`src/rtl/lane_map_reader_if.sv`:
```
// Lane map reader bus bundle: BRAM read port plus the row-result valid/ready stream.
// master = the reader (drives reads and results); slave = memory/host side.
interface lane_map_reader_if #(
  parameter int OUT_WIDTH  = 64,
  parameter int OUT_HEIGHT = 32,
  parameter int NUM_LANES  = 4
);
  localparam int CW = $clog2(OUT_WIDTH);
  localparam int RW = $clog2(OUT_HEIGHT);
  localparam int AW = $clog2(OUT_WIDTH * OUT_HEIGHT);
  localparam int LW = CW + 1;

  logic [AW-1:0]           bram_rd_addr;
  logic                    bram_rd_en;
  logic [7:0]              bram_rd_data;
  logic [NUM_LANES*LW-1:0] o_data;
  logic [RW-1:0]           o_row;
  logic                    o_valid;
  logic                    i_ready;
  logic                    o_last;

  modport master (
    output bram_rd_addr, bram_rd_en, o_data, o_row, o_valid, o_last,
    input  bram_rd_data, i_ready
  );

  modport slave (
    input  bram_rd_addr, bram_rd_en, o_data, o_row, o_valid, o_last,
    output bram_rd_data, i_ready
  );
endinterface

```
`src/rtl/lane_map_reader.sv`:
```
// Scans the per-pixel lane map row by row and emits, per lane, the lowest set column plus a present flag.
// Latency: OUT_WIDTH+2 cycles per row (W reads, 1 drain, 1 emit) with i_ready held high.
// Backpressure: result held in EMIT until o_valid && i_ready; no BRAM reads are issued while waiting.
module lane_map_reader #(
  parameter int OUT_WIDTH  = 64,
  parameter int OUT_HEIGHT = 32,
  parameter int NUM_LANES  = 4
) (
  input  logic clk,
  input  logic rst_n,
  input  logic i_start,
  output logic o_busy,
  output logic o_done,
  lane_map_reader_if.master bus
);
  localparam int CW = $clog2(OUT_WIDTH);
  localparam int RW = $clog2(OUT_HEIGHT);
  localparam int LW = CW + 1;

  typedef enum logic [1:0] {IDLE, SCAN, EMIT, DONE} state_t;

  state_t                  state_q;
  logic [RW-1:0]           row_q;
  logic [CW-1:0]           col_q;
  logic                    rd_en_q;
  logic [CW-1:0]           tag_q;
  logic                    tag_vld_q;
  logic [NUM_LANES-1:0]    pres_q, pres_d;
  logic [CW-1:0]           lcol_q [NUM_LANES];
  logic [CW-1:0]           lcol_d [NUM_LANES];
  logic [NUM_LANES*LW-1:0] data_q, data_d;
  logic                    valid_q, last_q, busy_q, done_q;

  // Fold the returned byte into the lane accumulators; first set column in a row wins.
  always_comb begin
    pres_d = pres_q;
    lcol_d = lcol_q;
    if (tag_vld_q) begin
      for (int i = 0; i < NUM_LANES; i++) begin
        if (bus.bram_rd_data[i] && !pres_q[i]) begin
          pres_d[i] = 1'b1;
          lcol_d[i] = tag_q;
        end
      end
    end
  end

  // Pack the updated accumulators into the output word, absent lanes read as all-zero.
  always_comb begin
    data_d = '0;
    for (int i = 0; i < NUM_LANES; i++) begin
      data_d[i*LW +: LW] = {pres_d[i], pres_d[i] ? lcol_d[i] : {CW{1'b0}}};
    end
  end

  // Read-data tag pipeline: column and strobe delayed to line up with the BRAM return.
  always_ff @(posedge clk or negedge rst_n) begin
    if (!rst_n) begin
      tag_q     <= '0;
      tag_vld_q <= 1'b0;
    end else begin
      tag_q     <= col_q;
      tag_vld_q <= rd_en_q;
    end
  end

  // Frame sequencer with registered outputs and lane accumulators.
  always_ff @(posedge clk or negedge rst_n) begin
    if (!rst_n) begin
      state_q <= IDLE;
      row_q   <= '0;
      col_q   <= '0;
      rd_en_q <= 1'b0;
      pres_q  <= '0;
      lcol_q  <= '{default: '0};
      data_q  <= '0;
      valid_q <= 1'b0;
      last_q  <= 1'b0;
      busy_q  <= 1'b0;
      done_q  <= 1'b0;
    end else begin
      pres_q <= pres_d;
      lcol_q <= lcol_d;
      done_q <= 1'b0;
      case (state_q)
        IDLE: begin
          if (i_start) begin
            state_q <= SCAN;
            row_q   <= '0;
            col_q   <= '0;
            rd_en_q <= 1'b1;
            busy_q  <= 1'b1;
            pres_q  <= '0;
            lcol_q  <= '{default: '0};
          end
        end
        SCAN: begin
          if (rd_en_q) begin
            // Last column issued: next cycle is the drain for its return.
            if (col_q == CW'(OUT_WIDTH - 1)) rd_en_q <= 1'b0;
            col_q <= col_q + 1'b1;
          end else begin
            // Drain cycle: final byte is folded in via data_d.
            state_q <= EMIT;
            valid_q <= 1'b1;
            data_q  <= data_d;
            last_q  <= (row_q == RW'(OUT_HEIGHT - 1));
          end
        end
        EMIT: begin
          if (bus.i_ready) begin
            valid_q <= 1'b0;
            last_q  <= 1'b0;
            if (row_q == RW'(OUT_HEIGHT - 1)) begin
              state_q <= DONE;
              done_q  <= 1'b1;
            end else begin
              state_q <= SCAN;
              row_q   <= row_q + 1'b1;
              col_q   <= '0;
              rd_en_q <= 1'b1;
              pres_q  <= '0;
              lcol_q  <= '{default: '0};
            end
          end
        end
        DONE: begin
          state_q <= IDLE;
          busy_q  <= 1'b0;
        end
        default: state_q <= IDLE;
      endcase
    end
  end

  // Row and column are powers of two, so the address is a plain concatenation.
  assign bus.bram_rd_addr = {row_q, col_q};
  assign bus.bram_rd_en   = rd_en_q;
  assign bus.o_data       = data_q;
  assign bus.o_row        = row_q;
  assign bus.o_valid      = valid_q;
  assign bus.o_last       = last_q;
  assign o_busy           = busy_q;
  assign o_done           = done_q;
endmodule

```
`src/flat_wrapper.sv`:
```
// flat-port wrapper written by rule: the top's interface ports become plain ports
module lane_map_reader_flat 
#(
  parameter int OUT_WIDTH  = 64,
  parameter int OUT_HEIGHT = 32,
  parameter int NUM_LANES  = 4
)
  (clk, rst_n, i_start, o_busy, o_done, bus_bram_rd_addr, bus_bram_rd_en, bus_o_data, bus_o_row, bus_o_valid, bus_o_last, bus_bram_rd_data, bus_i_ready);
  lane_map_reader_if #(.OUT_WIDTH(OUT_WIDTH), .OUT_HEIGHT(OUT_HEIGHT), .NUM_LANES(NUM_LANES)) bus_i ();
  input  logic clk;
  input  logic rst_n;
  input  logic i_start;
  output logic o_busy;
  output logic o_done;
  output wire logic [$bits(bus_i.bram_rd_addr)-1:0] bus_bram_rd_addr;
  output wire logic [$bits(bus_i.bram_rd_en)-1:0] bus_bram_rd_en;
  output wire logic [$bits(bus_i.o_data)-1:0] bus_o_data;
  output wire logic [$bits(bus_i.o_row)-1:0] bus_o_row;
  output wire logic [$bits(bus_i.o_valid)-1:0] bus_o_valid;
  output wire logic [$bits(bus_i.o_last)-1:0] bus_o_last;
  input wire logic [$bits(bus_i.bram_rd_data)-1:0] bus_bram_rd_data;
  input wire logic [$bits(bus_i.i_ready)-1:0] bus_i_ready;
  assign bus_bram_rd_addr = bus_i.bram_rd_addr;
  assign bus_bram_rd_en = bus_i.bram_rd_en;
  assign bus_o_data = bus_i.o_data;
  assign bus_o_row = bus_i.o_row;
  assign bus_o_valid = bus_i.o_valid;
  assign bus_o_last = bus_i.o_last;
  assign bus_i.bram_rd_data = bus_bram_rd_data;
  assign bus_i.i_ready = bus_i_ready;
  lane_map_reader #(.OUT_WIDTH(OUT_WIDTH), .OUT_HEIGHT(OUT_HEIGHT), .NUM_LANES(NUM_LANES)) u_core (.clk(clk), .rst_n(rst_n), .i_start(i_start), .o_busy(o_busy), .o_done(o_done), .bus(bus_i));
endmodule
```
`config.mk`:
```
export PLATFORM = sky130hd
export DESIGN_NAME = lane_map_reader_flat
export DESIGN_NICKNAME = d
export VERILOG_FILES = /design/src/rtl/lane_map_reader_if.sv /design/src/rtl/lane_map_reader.sv /design/src/flat_wrapper.sv
export SDC_FILE = /design/constraint.sdc
export NUM_CORES = 1
export LEC_CHECK = 0
export BUFFER_PORTS_ARGS = -buffer_cell sky130_fd_sc_hd__buf_4
export CORE_ASPECT_RATIO = 0.5
export CORE_MARGIN = 2
export CORE_UTILIZATION = 55
export DETAILED_ROUTE_END_ITERATION = 16
export HOLD_SLACK_MARGIN = 0.08
export PLACE_DENSITY = 0.88
export SYNTH_ARGS = -nofsm -noshare
export SYNTH_HDL_FRONTEND = slang
export SYNTH_SLANG_ARGS = --single-unit
```
`constraint.sdc`:
```
create_clock -name clk -period 6.1 [get_ports clk]
set_input_delay 0.915 -clock clk [delete_from_list [all_inputs] [get_ports clk]]
set_output_delay 0.915 -clock clk [all_outputs]
set_load 0.02 [all_outputs]
```
==> impl_metrics.py <==
metrics = {
    "timing": {
        "tightest_slew_ns": 0.989,
        "layout_worst_path_cycle_share_pct": 38.4,
        "setup_repair_after_global_routing_missed_its_margin": "no",
        "report.final.slew_viol_count": 0,
        "layout_setup_ws_ns": 3.76,
        "period_minus_slack_ns": 2.34,
        "final-hold-violation-count": 0,
        "fmax_ghz": 0.427,
        "setup_total_negative_slack_ns": 0,
        "timing.slew.headroom_pct": 34.1,
        "finalClockSkew_ns": 0.00514,
        "fin_worst_hold_slack_ns": 0.479,
        "setup-violations-final": 0,
    },
    "synthesis": {
        "ys_ff_latch": 81,
        "mappedNetlistArea_mm2": 0.00325,
        "ys_warn_count": 0,
        "synth.net_count": 313,
        "synth_area_per_cell_um2": 10.9,
        "synth_cells": 298,
        "post_synth_num_cell_types": 32,
        "seq_area_frac_synth_pct": 62.4,
    },
    "clock_tree": {
        "ctsResizeCount": 0,
        "postCtsSetupRepairBufs": 0,
        "clock_path_buffers": 2,
        "cts_tree": "built",
        "holdBufCountCts": 0,
        "clk_root_buffer_cell": "sky130_fd_sc_hd__clkbuf_16",
        "cts_sinks": 81,
        "clk-insertion-delay-late_ns": 0.32,
        "clk_pin_slew_worst_paths_ns": 0.06,
        "cts_made_buffers": 9,
        "cts_htree_levels": 3,
    },
    "setup_path": {
        "crit_arrival_ns": 2.59,
        "critical_path.startpoint_type": "flop",
        "worstReg2RegEnd": "u_core.col_q[5]",
        "setup.reg_to_reg.worst_slack_ns": 3.76,
        "setup.worst_path.end_class": "flop",
        "timing.rr.start": "u_core.bus.o_row[0]",
        "worstSetupPathType": "reg -> reg",
        "crit_path_max_fanout": 8,
        "worst_r2r_path_depth": 7,
        "worst_ep_required_time_ns": 6.34,
    },
    "die": {
        "io_pins": 61,
        "rows": 19,
        "fp.dieH_um": 58.4,
        "dieArea_mm2": 0.00658,
        "die-width_um": 113,
        "core_area_mm2": 0.00559,
        "starting_density_of_the_core_pct": 58.2,
    },
    "global_route": {
        "via_count_of_the_first_global_routing_pass": 2309,
        "grt_antenna_before_repair": 0,
        "maximum_number_of_pins_on_one_net_before_global_route_repair": 82,
        "globalRouteTotalUtil_pct": 22.3,
        "overflow": 0,
        "global_route_wire_length_before_repair_um": 11200,
    },
    "cells_and_area": {
        "finalNetCount": 363,
        "antenna_cells": 0,
        "proportion_of_layout_cells_with_a_drive_suffix_above_1_pct": 21.5,
        "n_fill_cell": 392,
        "final_core_util_pct": 71.0,
        "area_growth_syn_to_layout_pct": 22.1,
    },
    "drt": {
        "antenna_left": 0,
        "drt-initial-drc-count": 198,
        "drc_errors": 0,
        "drt_wl_total_um": 6790,
        "post_drt_via_cell_ratio": 5.55,
        "dr_vias": 2365,
        "pre_antenna_drt_iters": 4,
        "routedWlPerCell_um": 15.9,
    },
    "power": {
        "leakage_uw": 0.00209,
        "power-per-cell-area_mw_per_mm2": 516,
        "vdd_ir_drop_max_mv": 0.338,
    },
    "placement": {
        "finalWeightedCongestion": 0.878,
        "detailedPlace.worstSlack_ns": 3.80,
        "port_buffers": 56,
        "post-dp-hpwl_um": 4490,
    },
    "status": {
        "run_status": "finished, final reports clean",
    },
    "min_path": {
        "min_delay_path_class": "reg -> reg",
        "hold_start": "u_core.bus.o_data[20]",
        "worst_hold_path.num_cells": 2,
        "worstHoldEndpoint": "u_core.bus.o_data[20]",
    },
    "flow_run": {
        "max_cap_viol_count": 0,
    },
}
-- cells in the final DEF, fill, tap and decap left out --
master / instances
sky130_fd_sc_hd__a32oi_1: 1
sky130_fd_sc_hd__nand2_1: 46
sky130_fd_sc_hd__o21a_4: 1
sky130_fd_sc_hd__o2bb2ai_1: 1
sky130_fd_sc_hd__o31ai_1: 1
sky130_fd_sc_hd__clkbuf_8: 1
sky130_fd_sc_hd__a21o_1: 1
sky130_fd_sc_hd__nand3b_1: 6
sky130_fd_sc_hd__nand3_1: 7
sky130_fd_sc_hd__buf_4: 58
sky130_fd_sc_hd__mux2i_1: 26
sky130_fd_sc_hd__or2_0: 2
sky130_fd_sc_hd__nand2b_1: 3
sky130_fd_sc_hd__nor2_1: 35
sky130_fd_sc_hd__a21oi_2: 1
sky130_fd_sc_hd__nand4b_1: 1
sky130_fd_sc_hd__and3_1: 2
sky130_fd_sc_hd__inv_1: 4
sky130_fd_sc_hd__bufinv_16: 1
sky130_fd_sc_hd__clkbuf_16: 9
sky130_fd_sc_hd__a21oi_1: 11
sky130_fd_sc_hd__nand4bb_1: 1
sky130_fd_sc_hd__dfrtp_1: 81
sky130_fd_sc_hd__o41ai_1: 1
sky130_fd_sc_hd__clkbuf_1: 3
sky130_fd_sc_hd__a32o_1: 1
sky130_fd_sc_hd__o22ai_1: 3
sky130_fd_sc_hd__or4_1: 1
sky130_fd_sc_hd__xnor2_1: 1
sky130_fd_sc_hd__clkinv_2: 2
sky130_fd_sc_hd__ha_1: 3
sky130_fd_sc_hd__nor2b_1: 1
sky130_fd_sc_hd__or2_2: 3
sky130_fd_sc_hd__o21ai_0: 32
sky130_fd_sc_hd__or3_1: 2
-- layout make-up --
cell class	count	area, um2	area share (%)
Clock buffer	13	250	6.31
Clock inverter	3	40.0	1.01
Inverter	4	15.0	0.378
Multi-Input combinational cell	194	1110	27.9
Sequential cell	81	2030	51.1
Tap cell	73	91.3	2.30
Timing Repair Buffer	58	435	11.0
-- synthesized netlist by cell type --
cell / instances / area (um2)
sky130_fd_sc_hd__o2bb2ai_1: 1 / 8.76
sky130_fd_sc_hd__or4_1: 1 / 7.51
sky130_fd_sc_hd__xnor2_1: 1 / 8.76
sky130_fd_sc_hd__nor2_1: 35 / 131
sky130_fd_sc_hd__buf_4: 5 / 37.5
sky130_fd_sc_hd__a32o_1: 1 / 10.0
sky130_fd_sc_hd__nand4b_1: 1 / 8.76
sky130_fd_sc_hd__nor2b_1: 1 / 6.26
sky130_fd_sc_hd__nand2b_1: 3 / 18.8
sky130_fd_sc_hd__a21o_1: 1 / 7.51
sky130_fd_sc_hd__o21ai_0: 32 / 160
sky130_fd_sc_hd__a21oi_1: 12 / 60.1
sky130_fd_sc_hd__o22ai_1: 3 / 18.8
sky130_fd_sc_hd__or2_2: 3 / 18.8
sky130_fd_sc_hd__or2_0: 2 / 12.5
sky130_fd_sc_hd__a32oi_1: 1 / 8.76
sky130_fd_sc_hd__nand3_1: 7 / 35.0
sky130_fd_sc_hd__nand3b_1: 6 / 45.0
sky130_fd_sc_hd__buf_6: 1 / 11.3
sky130_fd_sc_hd__o41ai_1: 1 / 8.76
sky130_fd_sc_hd__nand2_1: 46 / 173
sky130_fd_sc_hd__or3_1: 2 / 12.5
sky130_fd_sc_hd__mux2i_1: 26 / 260
sky130_fd_sc_hd__dfrtp_1: 81 / 2030
sky130_fd_sc_hd__clkbuf_1: 9 / 33.8
sky130_fd_sc_hd__ha_1: 3 / 37.5
sky130_fd_sc_hd__buf_2: 4 / 20.0
sky130_fd_sc_hd__and3_1: 2 / 12.5
sky130_fd_sc_hd__o31ai_1: 1 / 7.51
sky130_fd_sc_hd__nand4bb_1: 1 / 11.3
sky130_fd_sc_hd__o21a_4: 1 / 15.0
sky130_fd_sc_hd__inv_1: 4 / 15.0
-- worst max-delay path by stage --
stage,startpoint,endpoint,slack (ns),cells past startpoint
floorplan,u_core.bus.o_row[0],u_core.col_q[5],3.92,7
finish,u_core.bus.o_row[0],u_core.col_q[5],3.76,7
CTS,u_core.bus.o_row[0],u_core.col_q[5],3.76,7
detailed placement,u_core.bus.o_row[0],u_core.col_q[5],3.80,7
global placement,u_core.bus.o_row[0],u_core.col_q[5],3.92,7
global route,u_core.bus.o_row[0],u_core.col_q[5],3.66,7
-- flip-flops by register name, indices dropped and copies added (netlist names) --
register,count
u_core.bus.bram_rd_en,1
u_core.bus.o_data,28
u_core.bus.o_last,1
u_core.bus.o_row,5
u_core.bus.o_valid,1
u_core.col_q,6
u_core.lcol_q,24
u_core.o_busy,1
u_core.o_done,1
u_core.pres_q,4
u_core.state_q,2
u_core.tag_q,6
u_core.tag_vld_q,1
-- logic make-up after synthesis --
group / count (synthesis) / share of synthesized area (%)
AOI/OAI and AO/OA: 54 / 9.40
xor gates and xnor gates: 1 / 0.270
adders and majority gates: 3 / 1.16
buffers and inverters: 23 / 3.62
DFF: 81 / 62.4
muxes: 26 / 8.01
and+or+nand+nor: 110 / 15.2
-- metal layers --
| layer | wire [um] | track usage, % | vias to the layer above |
|---|---|---|---|
| met5 | 0 | 0 | - |
| met1 | 3000 | 29.5 | 1180 |
| met2 | 3390 | 36.9 | 68 |
| met3 | 350 | 6.49 | 6 |
| li1 | - | - | 1111 |
| met4 | 51 | 7.14 | 0 |
-- metrics by stage --
stage          area (um2)  std cells  power, uW
5_1_grt              3970        426       2170
2_1_floorplan        3250        298       1270
3_3_place_gp         3680        410       1500
6_report             3970        426       2050
4_1_cts              3970        426       2060
3_5_place_dp         3680        410       1530
-- power by group --
| part | total, uW | internal (uW) | switching, uW | leakage, uW |
|---|---|---|---|---|
| sequential | 853 | 704 | 148 | 0.00107 |
| clock | 520 | 327 | 193 | 0.000144 |
| combinational | 675 | 268 | 406 | 0.000880 |
| total | 2050 | 1300 | 748 | 0.00209 |
-- critical path: stages, from the launching register on --
cell and delay (ns):
sky130_fd_sc_hd__dfrtp_1 0.44, sky130_fd_sc_hd__ha_1 0.26, sky130_fd_sc_hd__and3_1 0.20, sky130_fd_sc_hd__ha_1 0.23, sky130_fd_sc_hd__nand4bb_1 0.26, sky130_fd_sc_hd__o21a_4 0.19, sky130_fd_sc_hd__or4_1 0.52, sky130_fd_sc_hd__a21oi_1 0.16
Note: power is estimated with default switching activity, not from simulation.
